## src/rtl/processor_pkg.sv

```systemverilog
// ---------------------------------------------------------------------------
// processor_pkg
// Shared definitions for the instruction sequencer slice:
//   - default widths for the PC, instruction word and opcode field
//   - default memory-acknowledge timeout (only meaningful when the design is
//     built with SEQ_TIMEOUT_EN defined)
//   - opcode constants recognised by the sequencer or its neighbours
//   - the sequencer state enumeration
// ---------------------------------------------------------------------------
package processor_pkg;

    localparam int SEQ_ADDR_W   = 10;
    localparam int SEQ_INSTR_W  = 32;
    localparam int SEQ_OPCODE_W = 4;
    localparam int SEQ_TMO_CYC  = 15;

    localparam logic [SEQ_OPCODE_W-1:0] OP_HLT = 4'hF;
    localparam logic [SEQ_OPCODE_W-1:0] OP_JMP = 4'hE;
    localparam logic [SEQ_OPCODE_W-1:0] OP_BEQ = 4'hD;

    typedef enum logic [2:0] {
        S_IDLE      = 3'd0,
        S_FETCH     = 3'd1,
        S_WAIT_MEM  = 3'd2,
        S_DECODE    = 3'd3,
        S_EXECUTE   = 3'd4,
        S_UPDATE_PC = 3'd5,
        S_HALT      = 3'd6,
        S_FAULT     = 3'd7
    } seq_state_t;

endpackage

```

## src/rtl/seq_timeout_ctr.sv

```systemverilog
// ---------------------------------------------------------------------------
// seq_timeout_ctr
// Down-counter that bounds how long the sequencer waits for mem_ack.
// Only instantiated when the sequencer is built with SEQ_TIMEOUT_EN defined.
//
// Ports:
//   clock      in   rising-edge clock
//   i_clear    in   synchronous active-high clear
//   i_load     in   reload the counter with TMO_CYC (cycle before WAIT_MEM)
//   i_count    in   one waiting cycle without acknowledge
//   o_expired  out  high in the TMO_CYC-th counted cycle
// ---------------------------------------------------------------------------
module seq_timeout_ctr
    import processor_pkg::*;
#(
    parameter int TMO_CYC = SEQ_TMO_CYC
) (
    input  logic clock,
    input  logic i_clear,
    input  logic i_load,
    input  logic i_count,
    output logic o_expired
);

    localparam int CNT_W = $clog2(TMO_CYC + 1);

    logic [CNT_W-1:0] r_count;

    // The counter holds the number of waiting cycles still allowed. It is
    // reloaded while the request is being issued, so the first WAIT_MEM
    // cycle sees the full budget, and it saturates at zero.
    always_ff @(posedge clock) begin
        if (i_clear) begin
            r_count <= '0;
        end else if (i_load) begin
            r_count <= CNT_W'(TMO_CYC);
        end else if (i_count && (r_count != '0)) begin
            r_count <= r_count - CNT_W'(1);
        end
    end

    // Expiry is flagged in the last allowed cycle so the sequencer can leave
    // WAIT_MEM on that same edge; an acknowledge in that cycle suppresses it.
    assign o_expired = i_count && (r_count == CNT_W'(1));

endmodule

```

## src/rtl/instr_sequencer.sv

```systemverilog
// ---------------------------------------------------------------------------
// instr_sequencer
// Fetch/decode/execute controller for the program counter. Requests an
// instruction at fetch_addr, latches it, hands the opcode to the execute
// stage and then steps the PC (+1 through the counter) or loads a branch
// target. It is the only driver of PC_ENABLE, JMP_SGNL and ADDRESS.
//
// Optional feature: define SEQ_TIMEOUT_EN to bound the wait for mem_ack to
// TMO_CYC cycles; on expiry the sequencer enters a sticky FAULT state.
// Without it, WAIT_MEM waits forever and fault is tied low.
//
// Ports:
//   clock, CLEAR                  clock and synchronous active-high reset
//   START                         begin fetching from IDLE or resume from HALT
//   mem_req/mem_addr              instruction read request and address
//   mem_ack/mem_rdata             read completion and instruction data
//   instr/opcode                  instruction register and its opcode field
//   exec_start/exec_done          handshake with the execute stage
//   branch_taken/branch_target    PC redirect, sampled with exec_done
//   PC_RESULT                     counter output (current PC + 1)
//   PC_ENABLE/JMP_SGNL/ADDRESS    counter load strobe, mux select, load value
//   fetch_addr                    shadow copy of the counter register
//   busy/halted/fault             status flags
// ---------------------------------------------------------------------------
module instr_sequencer
    import processor_pkg::*;
#(
    parameter int ADDR_W   = SEQ_ADDR_W,
    parameter int INSTR_W  = SEQ_INSTR_W,
`ifdef SEQ_TIMEOUT_EN
    parameter int TMO_CYC  = SEQ_TMO_CYC,
`endif
    parameter int OPCODE_W = SEQ_OPCODE_W
) (
    input  logic                clock,
    input  logic                CLEAR,
    input  logic                START,
    output logic                mem_req,
    output logic [ADDR_W-1:0]   mem_addr,
    input  logic                mem_ack,
    input  logic [INSTR_W-1:0]  mem_rdata,
    output logic [INSTR_W-1:0]  instr,
    output logic [OPCODE_W-1:0] opcode,
    output logic                exec_start,
    input  logic                exec_done,
    input  logic                branch_taken,
    input  logic [ADDR_W-1:0]   branch_target,
    input  logic [ADDR_W-1:0]   PC_RESULT,
    output logic                PC_ENABLE,
    output logic                JMP_SGNL,
    output logic [ADDR_W-1:0]   ADDRESS,
    output logic [ADDR_W-1:0]   fetch_addr,
    output logic                busy,
    output logic                halted,
    output logic                fault
);

    seq_state_t          r_state;
    seq_state_t          w_nextState;

    logic                r_memReq;
    logic                r_execStart;
    logic                r_busy;
    logic                r_halted;
    logic [INSTR_W-1:0]  r_instr;
    logic [ADDR_W-1:0]   r_fetchAddr;
    logic                r_branchTaken;
    logic [ADDR_W-1:0]   r_branchTarget;

    logic [OPCODE_W-1:0] w_opcode;
    logic [OPCODE_W-1:0] w_rdataOpcode;
    logic                w_timeout;
    logic                w_pcEnable;
    logic                w_jmpSgnl;
    logic [ADDR_W-1:0]   w_address;

    assign w_opcode      = r_instr[INSTR_W-1 -: OPCODE_W];
    assign w_rdataOpcode = mem_rdata[INSTR_W-1 -: OPCODE_W];

`ifdef SEQ_TIMEOUT_EN
    logic r_fault;
    logic w_tmoLoad;
    logic w_tmoCount;

    // The budget is loaded while the request is issued and consumed only by
    // WAIT_MEM cycles that see no acknowledge.
    assign w_tmoLoad  = (r_state == S_FETCH);
    assign w_tmoCount = (r_state == S_WAIT_MEM) && !mem_ack;

    seq_timeout_ctr #(
        .TMO_CYC   (TMO_CYC)
    ) u_timeout (
        .clock     (clock),
        .i_clear   (CLEAR),
        .i_load    (w_tmoLoad),
        .i_count   (w_tmoCount),
        .o_expired (w_timeout)
    );
`else
    assign w_timeout = 1'b0;
`endif

    // Next-state logic. An acknowledge in FETCH is not looked at because the
    // FETCH branch never tests mem_ack; in WAIT_MEM the acknowledge is tested
    // before the timeout so a late ack still completes the read.
    always_comb begin
        w_nextState = r_state;
        unique case (r_state)
            S_IDLE:      if (START)       w_nextState = S_FETCH;
            S_FETCH:                      w_nextState = S_WAIT_MEM;
            S_WAIT_MEM: begin
                if (mem_ack)              w_nextState = S_DECODE;
                else if (w_timeout)       w_nextState = S_FAULT;
            end
            S_DECODE: begin
                if (w_opcode == OP_HLT)   w_nextState = S_HALT;
                else                      w_nextState = S_EXECUTE;
            end
            S_EXECUTE:   if (exec_done)   w_nextState = S_UPDATE_PC;
            S_UPDATE_PC:                  w_nextState = S_FETCH;
            S_HALT:      if (START)       w_nextState = S_FETCH;
            S_FAULT:                      w_nextState = S_FAULT;
            default:                      w_nextState = S_IDLE;
        endcase
    end

    // Counter interface. PC_RESULT comes back combinationally from the
    // counter, so ADDRESS has to follow it in the same cycle rather than
    // through a register. Leaving HALT reuses the +1 path to skip the HLT
    // word before the next fetch is issued.
    always_comb begin
        w_pcEnable = 1'b0;
        w_jmpSgnl  = 1'b1;
        w_address  = '0;
        if (r_state == S_UPDATE_PC) begin
            w_pcEnable = 1'b1;
            w_jmpSgnl  = !r_branchTaken;
            w_address  = r_branchTaken ? r_branchTarget : PC_RESULT;
        end else if ((r_state == S_HALT) && START) begin
            w_pcEnable = 1'b1;
            w_address  = PC_RESULT;
        end
    end

    // State register and registered status/handshake outputs. Each output
    // flop is loaded from the decode of the next state so its value lines up
    // with the state it describes. exec_start can only rise on the
    // WAIT_MEM->DECODE edge, so the opcode test looks at the incoming data.
    always_ff @(posedge clock) begin
        if (CLEAR) begin
            r_state     <= S_IDLE;
            r_memReq    <= 1'b0;
            r_execStart <= 1'b0;
            r_busy      <= 1'b0;
            r_halted    <= 1'b0;
        end else begin
            r_state     <= w_nextState;
            r_memReq    <= (w_nextState == S_FETCH) || (w_nextState == S_WAIT_MEM);
            r_execStart <= (w_nextState == S_DECODE) && (w_rdataOpcode != OP_HLT);
            r_busy      <= (w_nextState != S_IDLE) && (w_nextState != S_HALT) &&
                           (w_nextState != S_FAULT);
            r_halted    <= (w_nextState == S_HALT);
        end
    end

`ifdef SEQ_TIMEOUT_EN
    // Fault flag mirrors entry into the sticky FAULT state.
    always_ff @(posedge clock) begin
        if (CLEAR) begin
            r_fault <= 1'b0;
        end else begin
            r_fault <= (w_nextState == S_FAULT);
        end
    end

    assign fault = r_fault;
`else
    assign fault = 1'b0;
`endif

    // Datapath registers: instruction capture on the acknowledge, branch
    // decision capture on exec_done, and the shadow PC that follows every
    // counter load.
    always_ff @(posedge clock) begin
        if (CLEAR) begin
            r_instr        <= '0;
            r_fetchAddr    <= '0;
            r_branchTaken  <= 1'b0;
            r_branchTarget <= '0;
        end else begin
            if ((r_state == S_WAIT_MEM) && mem_ack) begin
                r_instr <= mem_rdata;
            end
            if ((r_state == S_EXECUTE) && exec_done) begin
                r_branchTaken  <= branch_taken;
                r_branchTarget <= branch_target;
            end
            if (w_pcEnable) begin
                r_fetchAddr <= w_address;
            end
        end
    end

    assign mem_req    = r_memReq;
    assign mem_addr   = r_fetchAddr;
    assign instr      = r_instr;
    assign opcode     = w_opcode;
    assign exec_start = r_execStart;
    assign PC_ENABLE  = w_pcEnable;
    assign JMP_SGNL   = w_jmpSgnl;
    assign ADDRESS    = w_address;
    assign fetch_addr = r_fetchAddr;
    assign busy       = r_busy;
    assign halted     = r_halted;

endmodule

```

## config.mk

```make
export PLATFORM = sky130hd
export DESIGN_NAME = instr_sequencer
export DESIGN_NICKNAME = d
export VERILOG_FILES = /design/src/rtl/processor_pkg.sv /design/src/rtl/seq_timeout_ctr.sv /design/src/rtl/instr_sequencer.sv
export SDC_FILE = /design/constraint.sdc
export NUM_CORES = 1
export LEC_CHECK = 0
export BUFFER_PORTS_ARGS = -buffer_cell sky130_fd_sc_hd__buf_2
export CORE_MARGIN = 2
export CORE_UTILIZATION = 42
export CTS_BUF_LIST = sky130_fd_sc_hd__clkbuf_8
export CTS_CLUSTER_DIAMETER = 100
export DETAILED_ROUTE_END_ITERATION = 8
export PLACE_DENSITY = 0.74
export SYNTH_ARGS = -nofsm -noshare
export SYNTH_HDL_FRONTEND = slang
export SYNTH_SLANG_ARGS = --single-unit
export TNS_END_PERCENT = 100
```

## constraint.sdc

```tcl
create_clock -name clock -period 1.32 [get_ports clock]
set_input_delay 0.132 -clock clock [delete_from_list [all_inputs] [get_ports clock]]
set_output_delay 0.132 -clock clock [all_outputs]
set_load 0.005 [all_outputs]
```

==> results of run 1 <==
-- cells by family after synthesis --
logic type,count (synthesis)
and+or+nand+nor,130
AOI/OAI and AO/OA,74
muxes,2
DFF,60
other,1
buffers and inverters,39
-- registers in the layout (all words and copies together) (netlist names) --
signal	flops
r_branchTaken	1
halted	1
exec_start	1
fetch_addr	10
busy	1
r_state	3
mem_req	1
r_branchTarget	10
instr	32
-- through the flow --
stage	setup TNS [ns]	std cells	setup slack [ns]	total power [mW]	util
after floorplan	-0.0246	306	-0.00273	2.15	-
after global placement	-0.171	495	-0.0220	2.36	0.551
after detailed placement	-0.985	495	-0.0907	2.37	0.551
after CTS	-4.72	518	-0.347	4.21	0.611
after global routing	-7.04	520	-0.423	4.38	0.628
final	-4.42	520	-0.357	4.21	0.628
-- cell usage after synthesis (all sizes together), types with 2 or more instances --
master	instances	area share
inv	4	0.0069
buf	25	0.072
and2	9	0.022
a22o	9	0.031
nor2b	3	0.0074
and2b	2	0.0064
nand2	92	0.14
dfxtp	60	0.47
a221o	9	0.036
nor2	9	0.015
a21oi	46	0.091
o21ai	4	0.0094
nor3	2	0.0040
mux2i	2	0.0079
clkbuf	10	0.015
nand3	4	0.0079
nand2b	3	0.011
-- layout by cell type, fill, tap and decap left out, drive strengths merged, types with 5 or more instances in the layout --
| master | instances |
|---|---|
| a21oi | 46 |
| a221o | 9 |
| a22o | 9 |
| and2 | 9 |
| buf | 155 |
| clkbuf | 12 |
| dfxtp | 60 |
| inv | 5 |
| nand2 | 92 |
| nor2 | 10 |
-- worst max-delay path, stage by stage (launching register included) --
cell      delay [ns]
dfxtp_4         0.40
nand2b_4        0.07
o32ai_4         0.28
buf_6           0.18
a22o_1          0.16
buf_2           0.12
-- what timing repair did --
| item | CTS | global route |
|---|---|---|
| hold buffers | 0 | 0 |
| resized for setup | 22 | 14 |
| pin swaps | 11 | 4 |
| gates cloned | 2 | 3 |
| setup buffers | 5 | 1 |
| endpoints found under the setup margin | 31 | 64 |
-- worst paths after layout --
path                         startpoint                        endpoint  slack, ns  depth (start not counted)
setup reg to reg  r_state[1]$_SDFF_PP0_      fetch_addr[2]$_SDFFE_PP0P_      -0.12                          6
hold reg to reg   instr[8]$_SDFFE_PP0P_           instr[8]$_SDFFE_PP0P_       0.45                          2
hold / removal         branch_target[7]  r_branchTarget[7]$_SDFFE_PP0P_       0.03                          3
setup / recovery  r_state[2]$_SDFF_PP0_                      ADDRESS[7]      -0.36                          5
-- routing by layer --
metal / routed length (microns) / GRT usage / share of wire
met1: 2970 / 0.236 / 0.40
met2: 3780 / 0.391 / 0.51
met3: 517 / 0.0604 / 0.070
met4: 82 / 0.0750 / 0.011
met5: 0 / 0 / 0
-- final cells by class --
| cell class | count | area share |
|---|---|---|
| repair buffers | 157 | 0.265 |
| clock inverters | 6 | 0.0213 |
| multi-input cells | 208 | 0.317 |
| well taps | 75 | 0.0254 |
| flip-flops and latches | 60 | 0.328 |
| clock buffers | 10 | 0.0373 |
| inverters | 4 | 0.00542 |
-- power groups by stage --
stage	clock (mW)	sequential, mW	combinational (mW)
3_5_place_dp	0	1.94	0.424
3_3_place_gp	0	1.94	0.421
5_1_grt	1.93	1.91	0.545
6_report	1.81	1.90	0.500
4_1_cts	1.85	1.90	0.466
2_1_floorplan	0	1.94	0.207
==> results.txt, run 1 <==
Design area -> 3690 sq um
Main combinational cell family by area after synthesis -> simple AND/OR/NAND/NOR gates
Die Ht -> 81.6 microns
Peak VDD IR -> 0.000750 V
Internal cell power -> 3.22 mW
Gr ovfl total -> 0
Post-route ant nets -> 0
Starting Density -> 0.430
Yosys reg bits -> 60
DRT Pass-1 Iters -> 4
Ratio of cells with drive above 1 in the final layout -> 0.447
Vias in the first global route -> 2385
Unrepaired setup endpoints after global routing -> true
DR WL/cell -> 14.1 microns
Antenna fix cells -> 0
Final setup fails -> 29
Clock Sinks -> 60
Clock Pin Slew Worst Setup and Hold Paths -> 0.07 ns
CP startpoint kind -> flop
Power density over cell area -> 1140 nW/um^2
Multiplexer share of the synthesized area -> 0.00791
Routed wire length -> 7350 microns
Clock root buffer -> clkbuf_8
Pin count of the biggest net entering global routing -> 36
PortBufs -> 129
# H-tree levels -> 3
Hold WC Path Type -> in2reg
CTS max path bufs -> 2
Comb pwr share -> 0.119
Num CTS Buffers -> 9
Synth Area in XOR/XNOR -> 0
Critical Path RT -> 1.19 ns
Layout Skew -> 0.00955 ns
GRT Total Usage -> 0.214
CP Max Fanout -> 9
Syn Area/Cell -> 8.27 sq um
Arr. time, crit path -> 1.55 ns
Top-Level Pins -> 131
Share of power burned in the clock network -> 0.430
First-pass GRT wire length -> 10900 microns
Hold Slack -> 0.0257 ns
Seq. cell area -> 1210 sq um
Async SR Flop Fraction -> 0
DR vias/cell -> 5.00
Setup crit end kind -> primary output
Simple-gate share of the synthesized area -> 0.228
Synth Area in Compound Gates -> 0.194
CTS tree -> yes
Leak -> 1.75 nW
Area share of fa/ha/maj cells after synthesis -> 0
DRT iter0 DRCs -> 91
Antenna violations before repair -> 0
Final Net Count -> 498
Sequential share of the synthesized area -> 0.475
GP Congestion -> 0.901
Clock latency on the worst-skew pair -> 0.34 ns
Cell variety after synth -> 40
Die width -> 81.6 microns
Synthesized cell area -> 2530 sq um
Die Area -> 6660 sq um
Post-synth EDFFs -> 0
Net Sw Power -> 999 uW
Filler instances -> 544
Core Footprint -> 5890 sq um
Ys Warns -> 0
MaxCap Viol Count -> 0
# rows -> 28
Most used DFF post-synth -> dfxtp_1
Switching part of the total -> 0.237
Failing checks -> negative setup slack
DP Area -> 3240 sq um
Area Overhead vs Synth -> 46.0%
Area of the multi-input gates -> 1170 sq um
Synth Instances -> 306
Final routed DRC violation total -> 0
Final hold vios -> 0
CP Class -> reg2out
Crit share post-route -> 1.27
Outcome -> finished, violations left
Slew Limit Fails -> 0
Max Freq -> 596 MHz
Syn Nets -> 364
Routed vias -> 2599
Post-layout min period -> 1.68 ns
Setup WS post-layout -> -0.357 ns
Hpwl dp -> 4850 microns
Register share of total power -> 0.451
(Power assumes the default switching activity.)
==> run 2, diff against run 1 <==
Settings changed: CORE_UTILIZATION 42 to 40, PLACE_DENSITY 0.74 to 0.71.
==> run 2 against run 1 <==
The flow still finishes with violations (negative setup slack). Sequential power is essentially flat. Fmax grew 0.79%. Register-to-register slack gained 0.05 ns. Count of clock-buffer cells in the layout is the same. Sequential share of layout area shrank 0.59 points. Critical path depth is the same. First-iteration DRC count grew 31%. Combinational power grew 8.4%. Final area grew 1.6%. Hold slack gained 0.0034 ns. Final cell count grew 0.38%.
==> results.txt, run 2 (synthesized netlist as in run 1, its figures left out) <==
Final setup fails -> 20 (-31%)
Post-route ant nets -> 0 (unchanged)
Power density over cell area -> 1020 nW/um^2 (-11%)
Seq. cell area -> 1210 sq um (-0.21%)
Gr ovfl total -> 0 (unchanged)
DR WL/cell -> 14.2 microns (+0.63%)
Routed vias -> 2597 (-0.077%)
DRT Pass-1 Iters -> 4 (unchanged)
Clock Sinks -> 60 (unchanged)
Die width -> 83.6 microns (+2.4%)
Setup crit end kind -> primary output
Leak -> 1.75 nW (+0.35%)
Final routed DRC violation total -> 0 (unchanged)
Crit path buffers/inverters -> 2 (unchanged)
Ratio of cells with drive above 1 in the final layout -> 0.503 (+0.0562)
Clock root buffer -> clkbuf_8
CTS tree -> yes
Vias in the first global route -> 2414 (+1.2%)
Filler instances -> 514 (-5.5%)
Routed wire length -> 7430 microns (+1.0%)
Area of the multi-input gates -> 1250 sq um (+7.2%)
Clock Pin Slew Worst Setup and Hold Paths -> 0.07 ns (about the same)
Top-Level Pins -> 131 (unchanged)
CP Max Fanout -> 9 (unchanged)
PortBufs -> 129 (unchanged)
Final hold vios -> 0 (unchanged)
Crit path cell chain -> nand2b_4, o32ai_4, buf_6, a22o_1, buf_2
Die Area -> 6980 sq um (+4.8%)
Clock latency on the worst-skew pair -> 0.33 ns (about the same)
Max reg flops -> 32 (unchanged)
Setup WS post-layout -> -0.344 ns (+0.0132 ns)
Failing checks -> negative setup slack
Critical hold path startpoint -> branch_target[3]
CP startpoint kind -> flop
Max Freq -> 601 MHz (+0.79%)
Crit share post-route -> 1.26 (-0.0100)
Flop-to-flop setup slack -> -0.07 ns (+0.05 ns)
Crit path from -> r_branchTaken$_SDFFE_PP0P_
Peak VDD IR -> 0.000509 V (-32%)
GRT Total Usage -> 0.202 (-0.0119)
Outcome -> finished, violations left
# rows -> 28 (unchanged)
Slew Limit Fails -> 0 (unchanged)
Layout Skew -> 0.00505 ns (-0.00450 ns)
Hold WC Path Type -> in2reg
Hpwl dp -> 4940 microns (+1.8%)
CP Class -> reg2out
Delay-heaviest family, CP -> compound AO/OA/AOI/OAI gates
Commonest non-fill, non-tap cell in the layout -> buf_2
Area Overhead vs Synth -> 48.3%
R2r startpoint -> r_state[1]$_SDFF_PP0_
Post-layout min period -> 1.66 ns (-0.0132 ns)
Num CTS Buffers -> 9 (unchanged)
Antenna fix cells -> 0 (unchanged)
Critical Path RT -> 1.19 ns (about the same)
Fin Setup TNS -> -4.02 ns (+0.390 ns)
DR vias/cell -> 4.98 (-0.46%)
Pin count of the biggest net entering global routing -> 33 (-8.3%)
Most frequent cells in the layout -> buf_2, nand2_1, dfxtp_1, a21oi_1, a21oi_2
Unrepaired setup endpoints after global routing -> true
Starting Density -> 0.420 (-0.0100)
Worst path max stage delay -> 0.33 ns (-0.07 ns)
Die Ht -> 83.6 microns (+2.4%)
# H-tree levels -> 3 (unchanged)
GP Congestion -> 0.870 (-3.4%)
Antenna violations before repair -> 0 (unchanged)
CP max-delay cell -> dfxtp_2
MaxCap Viol Count -> 0 (unchanged)
Core Footprint -> 6030 sq um (+2.4%)
Worst Setup Slack post-DPL -> -0.0437 ns (+0.0470 ns)
CTS max path bufs -> 2 (unchanged)
Arr. time, crit path -> 1.53 ns (-0.02 ns)
Final Net Count -> 502 (+0.80%)
First-pass GRT wire length -> 11300 microns (+3.3%)
DRT iter0 DRCs -> 119 (+31%)
run 2: changes by cell type in the layout (fill, tap and decap cells not counted), sizes merged:
cell | previous run | this run
bufinv | 2 | 0
buf | 155 | 159
run 2: per-layer routing:
layer  global-route usage  wire, microns  share of wire
met3               0.0692            520          0.070
met4                0.103            129          0.017
met2                0.334           3790           0.51
met1                0.232           2980           0.40
met5                    0              0              0
run 2: final timing paths:
kind,endpoint,depth (start not counted)
worst min-delay path,r_branchTarget[3]$_SDFFE_PP0P_,3
worst max register to register,fetch_addr[6]$_SDFFE_PP0P_,6
worst min register to register,instr[6]$_SDFFE_PP0P_,2
worst max-delay path,ADDRESS[0],5
run 2: final cells by class:
class | instances | share of cell area
Clock buffer | 10 | 0.0367
Sequential cell | 60 | 0.323
Multi-Input combinational cell | 208 | 0.334
Inverter | 4 | 0.00533
Clock inverter | 4 | 0.00500
Tap cell | 75 | 0.0250
Timing Repair Buffer | 161 | 0.272
run 2: power by group:
part	internal, mW	switching [mW]	leakage (nW)
Clock	0.694	0.678	0.0890
Combinational	0.274	0.268	1.18
Sequential	1.87	0.0359	0.488
Total	2.83	0.982	1.75
run 2: repair_timing:
| item | in CTS | in global routing |
|---|---|---|
| hold buffers | 0 | 0 |
| gates cloned | 1 | 3 |
| gates resized for setup | 21 | 41 |
| pin swaps | 0 | 14 |
| setup endpoints to repair | 29 | 67 |
| setup buffers | 3 | 2 |
run 2: worst reg2reg max path, cell delays in order, from the launching register on:
cell and delay, ns:
dfxtp_4 0.37, buf_6 0.12, nand3b_1 0.17, o21ai_2 0.11, buf_6 0.15, nor2_4 0.05, a221o_1 0.32
run 2: metrics by stage:
step                      total power [mW]  hold slack (ns)  utilization  cell area, sq um  instances
after CTS                             3.77           0.0123        0.586              3530        518
after floorplan                       2.15            0.268            -              2540        306
after global routing                  4.00           0.0161        0.623              3750        522
after global placement                2.36            0.372        0.543              3270        500
final                                 3.82           0.0291        0.623              3750        522
after detailed placement              2.37            0.378        0.543              3270        500
